$ cat src/rtl/pc_gen_pkg.sv
// pc_defs: shared constants and next-PC source encoding for the program
// counter unit of the pipelined MIPS core.
//   DEF_RESET_PC / DEF_EXC_PC / DEF_IMEM_BASE / DEF_IMEM_WORDS : parameter defaults
//   npc_sel_e : which source feeds the PC register on the next clock edge
package pc_defs;

  localparam logic [31:0] DEF_RESET_PC   = 32'h0000_3000;
  localparam logic [31:0] DEF_EXC_PC     = 32'h0000_4180;
  localparam logic [31:0] DEF_IMEM_BASE  = 32'h0000_3000;
  localparam int          DEF_IMEM_WORDS = 4096;

  // NPC_HOLD covers a stall with no exception/ERET: the PC keeps its value.
  typedef enum logic [2:0] {
    NPC_SEQ  = 3'd0,
    NPC_BR   = 3'd1,
    NPC_JMP  = 3'd2,
    NPC_PEND = 3'd3,
    NPC_ERET = 3'd4,
    NPC_EXC  = 3'd5,
    NPC_HOLD = 3'd6
  } npc_sel_e;

endpackage

$ cat src/rtl/pc_gen_next_mux.sv
// pc_next_mux: combinational next-PC priority select plus the fetch address
// legality check applied to the selected value.
//   Inputs : current PC, stall, branch/jump/exception/ERET requests and
//            targets, pending-redirect flag and target.
//   Outputs: next PC, selected source, PC+4, fetch error of the next PC.
module pc_next_mux
  import pc_defs::*;
#(
  parameter int                 WIDTH      = 32,
  parameter logic [WIDTH-1:0]   EXC_PC     = DEF_EXC_PC[WIDTH-1:0],
  parameter logic [WIDTH-1:0]   IMEM_BASE  = DEF_IMEM_BASE[WIDTH-1:0],
  parameter int                 IMEM_WORDS = DEF_IMEM_WORDS
) (
  input  logic [WIDTH-1:0] pc_i,
  input  logic             stall_i,
  input  logic             br_take_i,
  input  logic [WIDTH-1:0] br_target_i,
  input  logic             jmp_i,
  input  logic [WIDTH-1:0] jmp_target_i,
  input  logic             exc_i,
  input  logic             eret_i,
  input  logic [WIDTH-1:0] epc_i,
  input  logic             pend_i,
  input  logic [WIDTH-1:0] pend_target_i,
  output logic [WIDTH-1:0] npc_o,
  output npc_sel_e         sel_o,
  output logic [WIDTH-1:0] pc_plus4_o,
  output logic             fetch_err_o
);

  // One extra bit so the end address cannot overflow for IM at the top of memory.
  localparam logic [WIDTH:0] IMEM_END =
    (WIDTH+1)'(IMEM_BASE) + (WIDTH+1)'(4 * IMEM_WORDS);

  // PC+4 wraps modulo 2^WIDTH.
  assign pc_plus4_o = pc_i + WIDTH'(4);

  // Source priority: exception, ERET, stall hold, pending redirect, branch, jump, sequential.
  always_comb begin
    sel_o = NPC_SEQ;
    if (exc_i) begin
      sel_o = NPC_EXC;
    end else if (eret_i) begin
      sel_o = NPC_ERET;
    end else if (stall_i) begin
      sel_o = NPC_HOLD;
    end else if (pend_i) begin
      sel_o = NPC_PEND;
    end else if (br_take_i) begin
      sel_o = NPC_BR;
    end else if (jmp_i) begin
      sel_o = NPC_JMP;
    end else begin
      sel_o = NPC_SEQ;
    end
  end

  // Route the selected source; targets pass through unmodified.
  always_comb begin
    npc_o = pc_plus4_o;
    case (sel_o)
      NPC_EXC:  npc_o = EXC_PC;
      NPC_ERET: npc_o = epc_i;
      NPC_HOLD: npc_o = pc_i;
      NPC_PEND: npc_o = pend_target_i;
      NPC_BR:   npc_o = br_target_i;
      NPC_JMP:  npc_o = jmp_target_i;
      NPC_SEQ:  npc_o = pc_plus4_o;
      default:  npc_o = pc_plus4_o;
    endcase
  end

  // Misaligned, below IM, or at/after the end of IM.
  assign fetch_err_o = (npc_o[1:0] != 2'b00) ||
                       (npc_o < IMEM_BASE) ||
                       ({1'b0, npc_o} >= IMEM_END);

endmodule

$ cat src/rtl/pc_gen.sv
// pc_gen: fetch program counter for the pipelined MIPS core. Holds the PC,
// a redirect captured while stalled, and a registered fetch-error flag that
// always describes the PC currently presented.
//   Clk, Reset (sync, active high), Stall, Br_take/Br_target, Jmp/Jmp_target,
//   Exc, Eret/Epc -> PC, PC_plus4 (combinational), Fetch_err, Redirect_pending
module pc_gen
  import pc_defs::*;
#(
  parameter int                 WIDTH      = 32,
  parameter logic [WIDTH-1:0]   RESET_PC   = DEF_RESET_PC[WIDTH-1:0],
  parameter logic [WIDTH-1:0]   EXC_PC     = DEF_EXC_PC[WIDTH-1:0],
  parameter logic [WIDTH-1:0]   IMEM_BASE  = DEF_IMEM_BASE[WIDTH-1:0],
  parameter int                 IMEM_WORDS = DEF_IMEM_WORDS
) (
  input  logic             Clk,
  input  logic             Reset,
  input  logic             Stall,
  input  logic             Br_take,
  input  logic [WIDTH-1:0] Br_target,
  input  logic             Jmp,
  input  logic [WIDTH-1:0] Jmp_target,
  input  logic             Exc,
  input  logic             Eret,
  input  logic [WIDTH-1:0] Epc,
  output logic [WIDTH-1:0] PC,
  output logic [WIDTH-1:0] PC_plus4,
  output logic             Fetch_err,
  output logic             Redirect_pending
);

  logic [WIDTH-1:0] pc_q, pc_d;
  logic             err_q, err_d;
  logic             pend_q, pend_d;
  logic [WIDTH-1:0] tgt_q, tgt_d;
  npc_sel_e         sel;

  pc_next_mux #(
    .WIDTH      (WIDTH),
    .EXC_PC     (EXC_PC),
    .IMEM_BASE  (IMEM_BASE),
    .IMEM_WORDS (IMEM_WORDS)
  ) u_mux (
    .pc_i          (pc_q),
    .stall_i       (Stall),
    .br_take_i     (Br_take),
    .br_target_i   (Br_target),
    .jmp_i         (Jmp),
    .jmp_target_i  (Jmp_target),
    .exc_i         (Exc),
    .eret_i        (Eret),
    .epc_i         (Epc),
    .pend_i        (pend_q),
    .pend_target_i (tgt_q),
    .npc_o         (pc_d),
    .sel_o         (sel),
    .pc_plus4_o    (PC_plus4),
    .fetch_err_o   (err_d)
  );

  // Pending redirect: first branch/jump seen during a stall is captured;
  // exception, ERET or release of the pending target clears it.
  always_comb begin
    pend_d = pend_q;
    tgt_d  = tgt_q;
    case (sel)
      NPC_EXC, NPC_ERET, NPC_PEND: begin
        pend_d = 1'b0;
      end
      NPC_HOLD: begin
        if (!pend_q && (Br_take || Jmp)) begin
          pend_d = 1'b1;
          tgt_d  = Br_take ? Br_target : Jmp_target;
        end else begin
          pend_d = pend_q;
        end
      end
      default: begin
        pend_d = pend_q;
      end
    endcase
  end

  // State registers with synchronous reset.
  always_ff @(posedge Clk) begin
    if (Reset) begin
      pc_q   <= RESET_PC;
      err_q  <= 1'b0;
      pend_q <= 1'b0;
      tgt_q  <= '0;
    end else begin
      pc_q   <= pc_d;
      err_q  <= err_d;
      pend_q <= pend_d;
      tgt_q  <= tgt_d;
    end
  end

  assign PC               = pc_q;
  assign Fetch_err        = err_q;
  assign Redirect_pending = pend_q;

endmodule

$ cat config.mk
export PLATFORM = sky130hd
export DESIGN_NAME = pc_gen
export DESIGN_NICKNAME = d
export VERILOG_FILES = /design/src/rtl/pc_gen_pkg.sv /design/src/rtl/pc_gen_next_mux.sv /design/src/rtl/pc_gen.sv
export SDC_FILE = /design/constraint.sdc
export NUM_CORES = 1
export LEC_CHECK = 0
export ABC_AREA = 1
export CAP_MARGIN = 25
export CORE_MARGIN = 2
export CORE_UTILIZATION = 35
export DETAILED_ROUTE_END_ITERATION = 12
export PLACE_DENSITY = 0.66
export SYNTH_ARGS = -nofsm -noshare
export SYNTH_HDL_FRONTEND = slang
export SYNTH_HIERARCHICAL = 1
export SYNTH_SLANG_ARGS = --single-unit
$ cat constraint.sdc
create_clock -name Clk -period 2.3 [get_ports Clk]
set_clock_uncertainty 0.2 [all_clocks]
set_input_delay 0.46 -clock Clk [delete_from_list [all_inputs] [get_ports Clk]]
set_output_delay 0.46 -clock Clk [all_outputs]
set_load 0.005 [all_outputs]
==> results of run 1 <==
==> power by group through the flow <==
| stage | clock (W) | sequential (W) | combinational (W) |
|---|---|---|---|
| after floorplan | 0 | 0.00127 | 0.000396 |
| after global placement | 0 | 0.00127 | 0.00104 |
| after detailed placement | 0 | 0.00127 | 0.00104 |
| after CTS | 0.00137 | 0.00126 | 0.00111 |
| after global routing | 0.00143 | 0.00127 | 0.00128 |
| final | 0.00137 | 0.00127 | 0.00119 |
==> flip-flops by register name, indices dropped and copies added, names as in the netlist <==
signal            count
Redirect_pending      1
tgt_q                32
Fetch_err             1
PC                   32
==> what timing repair did <==
| action | 4_1_cts | 5_1_grt |
|---|---|---|
| resized for setup | 289 | 104 |
| pin swaps | 70 | 60 |
| buffers inserted | 39 | 13 |
| setup endpoints to repair | 44 | 35 |
| cloned | 1 | 0 |
==> final cells by class <==
| class | count | share of cell area |
|---|---|---|
| well taps | 184 | 0.0238 |
| multi-input cells | 736 | 0.409 |
| inverters | 151 | 0.0602 |
| flip-flops and latches | 66 | 0.143 |
| clock inverters | 2 | 0.00104 |
| repair buffers | 357 | 0.335 |
| clock buffers | 14 | 0.0284 |
==> final timing paths <==
| kind | startpoint | end | slack, ns | depth (start not counted) |
|---|---|---|---|---|
| worst max-delay path | PC[6] | PC_plus4[22] | -0.24 | 9 |
| worst min-delay path | tgt_q[6] | tgt_q[6] | 0.31 | 4 |
| worst max register to register | PC[12] | Fetch_err | -0.07 | 18 |
| worst min register to register | tgt_q[6] | tgt_q[6] | 0.31 | 4 |
==> logic make-up (layout without fill, tap and decap cells) <==
group | after synthesis | after routing | synth area share
xor gates and xnor gates | 11 | 11 | 0.0183
and+or+nand+nor | 668 | 668 | 0.515
DFF | 66 | 66 | 0.250
buffers and inverters | 188 | 524 | 0.149
AOI/OAI and AO/OA | 56 | 56 | 0.0649
adders and majority gates | 1 | 1 | 0.00237
==> worst reg2reg max path: cells and delay by family (launching register included) <==
family	cells	cell delay, ns
compound gates	1	0.15
buf+inv	5	0.47
flops	1	0.40
simple gates	12	1.03
==> cells in the final DEF (no fill, tap or decap), types with 4 or more instances in the layout <==
| cell | instances |
|---|---|
| a21oi_1 | 10 |
| a221oi_1 | 8 |
| a22oi_1 | 4 |
| buf_12 | 9 |
| buf_2 | 16 |
| buf_4 | 148 |
| buf_6 | 34 |
| clkbuf_16 | 9 |
| clkbuf_2 | 7 |
| clkdlybuf4s50_1 | 135 |
| dfxtp_1 | 43 |
| dfxtp_2 | 11 |
| dfxtp_4 | 12 |
| dlygate4sd2_1 | 4 |
| inv_1 | 136 |
| inv_2 | 9 |
| inv_4 | 6 |
| nand2_1 | 326 |
| nand2_2 | 30 |
| nand2_4 | 19 |
| nand3_1 | 57 |
| nand3_2 | 4 |
| nand3_4 | 6 |
| nand3b_1 | 4 |
| nand4_1 | 9 |
| nor2_1 | 155 |
| nor2_2 | 18 |
| nor2_4 | 26 |
| nor3_4 | 5 |
| o21ai_0 | 9 |
| o21ai_1 | 4 |
| o21ai_2 | 12 |
| xor2_2 | 7 |
==> per-layer routing <==
layer	vias up	track usage	routed length (um)
met3	112	0.0350	2110
met1	3430	0.390	10500
met2	448	0.515	12400
met5	-	0	0
met4	0	0.124	1240
li1	3657	-	-
==> stage by stage <==
stage                     area, um2  hold slack, ns  cells
after floorplan                5280           0.288    990
after global placement         8180           0.297   1452
after detailed placement       8180           0.300   1452
after CTS                      9300           0.310   1503
after global routing           9660           0.354   1510
final                          9660           0.314   1510
==> flow_summary_export.csv, run 1 <==
group,metric,value,unit
clock_tree,insertion_delay,0.35,ns
logic_synthesis,synth_ff_type,"dfxtp_1",
routing,drt-pass1-iter-count,5,
setup_path,startpoint_type_of_the_worst_setup_path,"flip-flop",
logic_synthesis,synth.cells.most_frequent,"nand2_1, nor2_1, inv_1",
grt,grt_pass1_wl,37900,um
logic_synthesis,netlist.area_leader.share,0.264,
setup_path,crit_path_end_kind,"output pin",
grt,pin_count_of_the_biggest_net_entering_global_routing,34,
grt,globalRoute.totalOverflow,0,
sta,max_freq,394,MHz
logic_synthesis,yosys_warnings,6,
setup_path,crit_required,1.64,ns
die,core-area,14600,um2
cells_and_area,multi_input_gate_area_in_the_final_layout,3950,um2
routing,drt_wirelength,26200,um
pwr,cell_internal_pwr,0.00262,W
setup_path,worst_path_dominant_cell_family,"simple AND/OR/NAND/NOR gates",
cells_and_area,final_nets,1425,
routing,number_of_remaining_drc_errors,0,
pwr,total_power,0.00382,W
cells_and_area,num_antenna_cells,0,
logic_synthesis,yosys_register_bits,66,
clock_tree,worst_setup_hold_path_clk_slew,0.06,ns
placed_design,port_buffers,168,
routing,drt_iter0_markers,695,
logic_synthesis,postSynth.asyncResetShare,0,
hold_path,min-delay-path-class,"flip-flop to flip-flop",
clock_tree,max-clock-path-buffers,2,
grt,first_global_vias,7127,
clock_tree,tritoncts_clock_tree,"done",
placed_design,place_congestion,0.940,
cells_and_area,fill_cells,1223,
setup_path,worst-path-max-fanout,3,
setup_path,cpPeakStageDelay,0.38,ns
clock_tree,numClockSinks,66,
logic_synthesis,postSynthNetCount,1094,
pwr,max_ir_drop_vdd,0.353,mV
cells_and_area,synthToLayoutAreaGrowth,83.1,%
logic_synthesis,synthDominantAreaCellType,"nand2_1",
sta,rsz0062_at_grt,"yes",
routing,post_drt_via_cell_ratio,5.06,
pwr,power.switching_fraction,0.315,
status,violations_in_the_final_reports,"negative setup slack",
placed_design,place_hpwl,17700,um
cells_and_area,ff_latch_area,1380,um2
setup_path,timing.critical_path.cells,"buf_12 -> nand2_8 -> nor2_4 -> buf_6 -> nand2_1 -> nor2_2 -> nand3_1 -> nand2_1 -> clkbuf_2",
pwr,power.leakage,4.90,nW
logic_synthesis,postSynthCellCount,990,
pwr,comb_power_share,0.311,
clock_tree,cts-hold-fix-buffers,0,
logic_synthesis,synthMostInstantiatedCell,"nand2_1",
sta,setup-violations-final,20,
pwr,powerDensity,396,nW/um2
setup_path,path_common_cell,"nand2_1",
setup_path,cp_num_buf_inv,3,
grt,track_usage,0.303,
die,fp_rows,44,
logic_synthesis,synth.yosys.seq_area_share,0.250,
logic_synthesis,netlist_area,5280,um2
pwr,share_clk_of_total_power,0.357,
logic_synthesis,yosys-top-cells-area,"nand2_1, dfxtp_1, nor2_1",
sta,finalMaxSlewViolations,0,
sta,final.period_utilization,1.10,
logic_synthesis,average_cell_area_after_synthesis,5.33,um2
sta,worst_slew_margin_rel,0.730,
die,floorplan.io_pins,169,
placed_design,preCtsSetupSlack,-0.704,ns
die,die_height,127,um
setup_path,cp.arrival,1.88,ns
clock_tree,cts-htree-levels,3,
clock_tree,cts_buffers,9,
setup_path,crit_path_slowest_cell,"dfxtp_4",
pwr,net-switching-power,0.00120,W
logic_synthesis,synth_enable_flop_cells,0,
logic_synthesis,synth_cell_types,35,
job,max-cap-violations,0,
routing,detail-route-antenna-nets,0,
die,dieArea,16100,um2
status,outcome,"finished, violations left",
die,effective_utilization_at_floorplan,0.360,
routing,route.vias.total,7647,
pwr,seqPwrFrac,0.332,
cells_and_area,finalCoreUtilization,0.660,
sta,worst_slew_pin_slew,0.405,ns
sta,total_negative_setup_slack,-1.99,ns
setup_path,worstSetupPathType,"flip-flop to output pin",
sta,period_minus_slack,2.54,ns
clock_tree,cts.root.buffer_cell,"clkbuf_16",
sta,hold_viol,0,
routing,route.detailed.wl_per_inst,17.4,um
cells_and_area,post_route_cells_drive_above_1_share,0.310,
sta,timing.final.ws_setup,-0.241,ns
grt,grt_antenna_before_repair,0,
die,die_width,127,um
Power figures use the tool's default switching activity.
==> run 2: changes to the inputs <==
SLEW_MARGIN = 20   (was default)
==> results of run 2 <==
No change in the layout: final DEF, timing and power equal those of run 1.
==> run 3: changes to the inputs <==
CAP_MARGIN = default   (was 25)
CELL_PAD_IN_SITES_DETAIL_PLACEMENT = 0   (was default)
CELL_PAD_IN_SITES_GLOBAL_PLACEMENT = 1   (was default)
CORE_UTILIZATION = 28   (was 35)
PLACE_DENSITY = default   (was 0.66)
PLACE_DENSITY_LB_ADDON = 0.1   (was default)
==> flow_summary_export.csv, run 3 (synthesis results as in run 1) <==
group,metric,value,unit
sta,hold_viol,0,
setup_path,timing.critical_path.cells,"ha_4 -> inv_4 -> nor2_4 -> buf_6 -> nand3_4 -> buf_6 -> xor2_2 -> buf_2",
setup_path,cp.arrival,1.73,ns
setup_path,ff2ff_setup_slack,0.01,ns
routing,drt-pass1-iter-count,5,
routing,detail-route-antenna-nets,0,
cells_and_area,fill_cells,1883,
cells_and_area,synthToLayoutAreaGrowth,87.8,%
clock_tree,worst_setup_hold_path_clk_slew,0.06,ns
clock_tree,cts_buffers,9,
routing,route.vias.total,7179,
status,outcome,"finished, violations left",
die,die_height,141,um
cells_and_area,final_nets,1437,
die,effective_utilization_at_floorplan,0.284,
grt,pin_count_of_the_biggest_net_entering_global_routing,34,
setup_path,rr_startpoint,"PC[2]",
setup_path,worstSetupPathType,"flip-flop to output pin",
setup_path,cp_num_buf_inv,4,
routing,number_of_remaining_drc_errors,0,
grt,first_global_vias,6864,
clock_tree,insertion_delay,0.35,ns
cells_and_area,most_frequent_cells_in_the_layout,"nand2_1, buf_4, nor2_1, inv_1, clkdlybuf4s50_1",
setup_path,crit_path_end_kind,"output pin",
setup_path,r2r_cells,17,
setup_path,cpPeakStageDelay,0.37,ns
die,core-area,18600,um2
placed_design,place_congestion,0.877,
sta,setup-violations-final,10,
cells_and_area,ff_latch_area,1390,um2
die,dieArea,20000,um2
sta,worst_slew_pin_slew,0.439,ns
sta,total_negative_setup_slack,-0.507,ns
grt,grt_antenna_before_repair,0,
clock_tree,cts-hold-fix-buffers,0,
routing,route.detailed.wl_per_inst,15.6,um
grt,grt_pass1_wl,37000,um
setup_path,worst-path-max-fanout,3,
setup_path,regToRegEndpoint,"Fetch_err",
die,fp_rows,50,
routing,drt_wirelength,24600,um
grt,globalRoute.totalOverflow,0,
cells_and_area,post_route_cells_drive_above_1_share,0.332,
pwr,power.leakage,4.98,nW
sta,rsz0062_at_grt,"yes",
setup_path,total_stage_count_of_the_critical_path,8,
sta,max_freq,418,MHz
sta,period_minus_slack,2.39,ns
setup_path,crit_path_slowest_cell,"dfxtp_4",
die,die_width,141,um
clock_tree,tritoncts_clock_tree,"done",
sta,timing.final.ws_setup,-0.0943,ns
grt,track_usage,0.240,
cells_and_area,final_std_cells_w_o_fill,1572,
setup_path,path_common_cell,"buf_6",
sta,final.hold.worst_slack,0.313,ns
setup_path,timing.critical_path.from,"PC[2]",
routing,post_drt_via_cell_ratio,4.57,
placed_design,place_inst,1506,
clock_tree,cts.root.buffer_cell,"clkbuf_16",
sta,finalMaxSlewViolations,0,
clock_tree,cts-htree-levels,3,
sta,worst_slew_margin_rel,0.708,
setup_path,worst_path_dominant_cell_family,"buffers and inverters",
cells_and_area,mostFrequentLayoutCell,"nand2_1",
sta,final.period_utilization,1.04,
routing,drt_iter0_markers,391,
job,max-cap-violations,0,
placed_design,place_hpwl,18500,um
die,floorplan.io_pins,169,
setup_path,crit_required,1.64,ns
pwr,powerDensity,405,nW/um2
clock_tree,max-clock-path-buffers,2,
clock_tree,numClockSinks,66,
setup_path,critPathCapture,"PC_plus4[14]",
cells_and_area,multi_input_gate_area_in_the_final_layout,4020,um2
cells_and_area,finalCoreUtilization,0.534,
pwr,max_ir_drop_vdd,0.329,mV
placed_design,port_buffers,168,
status,violations_in_the_final_reports,"negative setup slack",
setup_path,startpoint_type_of_the_worst_setup_path,"flip-flop",
cells_and_area,num_antenna_cells,0,
hold_path,min-delay-path-class,"flip-flop to flip-flop",
run 3: what timing repair did:
action / 4_1_cts / 5_1_grt
pin swaps: 68 / 70
endpoints found under the setup margin: 37 / 29
setup buffers: 42 / 15
resized for setup: 275 / 142
run 3: worst min-delay path by stage:
stage,start,to,cells past startpoint
finish,tgt_q[23],tgt_q[23],4
global route,tgt_q[19],tgt_q[19],4
floorplan,tgt_q[6],tgt_q[6],4
CTS,tgt_q[28],tgt_q[28],4
detailed placement,tgt_q[0],tgt_q[0],4
global placement,tgt_q[28],tgt_q[28],4
run 3: cell type report:
cell class / count / area share
Timing Repair Buffer: 369 / 0.332
Clock inverter: 7 / 0.0102
Tap cell: 234 / 0.0295
Sequential cell: 66 / 0.140
Clock buffer: 9 / 0.0227
Multi-Input combinational cell: 736 / 0.406
Inverter: 151 / 0.0597
run 3: worst register-to-register path: stages (launching register included):
cell and delay [ns]:
dfxtp_4 0.37, ha_4 0.16, inv_4 0.04, nor2_4 0.17, nand2_4 0.09, buf_6 0.15
o21ai_4 0.14, buf_4 0.13, buf_4 0.09, nand3_1 0.07, o21ai_1 0.11, nand2_1 0.08
nor2_2 0.11, nand2_1 0.05, nor2_1 0.10, nand2_1 0.06, inv_1 0.04, nor2_1 0.03
run 3: stage by stage:
stage,instance area [um2],total power [W],worst slack [ns]
6_report,9910,0.00401,-0.0943
2_1_floorplan,5280,0.00167,0.102
3_3_place_gp,8300,0.00234,-0.763
4_1_cts,9420,0.00397,-0.146
3_5_place_dp,8300,0.00234,-0.740
5_1_grt,9910,0.00420,-0.214
run 3: where the power goes:
group | leakage [nW] | total [W] | switching, W | internal, W
registers | 0.551 | 0.00126 | 0.0000621 | 0.00120
clock network | 0.152 | 0.00156 | 0.000603 | 0.000957
logic | 4.28 | 0.00119 | 0.000578 | 0.000615
run 3: per-layer routing:
layer	GRT usage	vias up	share of wire
met1	0.337	3265	0.46
met3	0.0358	19	0.057
met4	0.0621	0	0.014
met2	0.388	214	0.47
met5	0	-	0
li1	-	3681	-
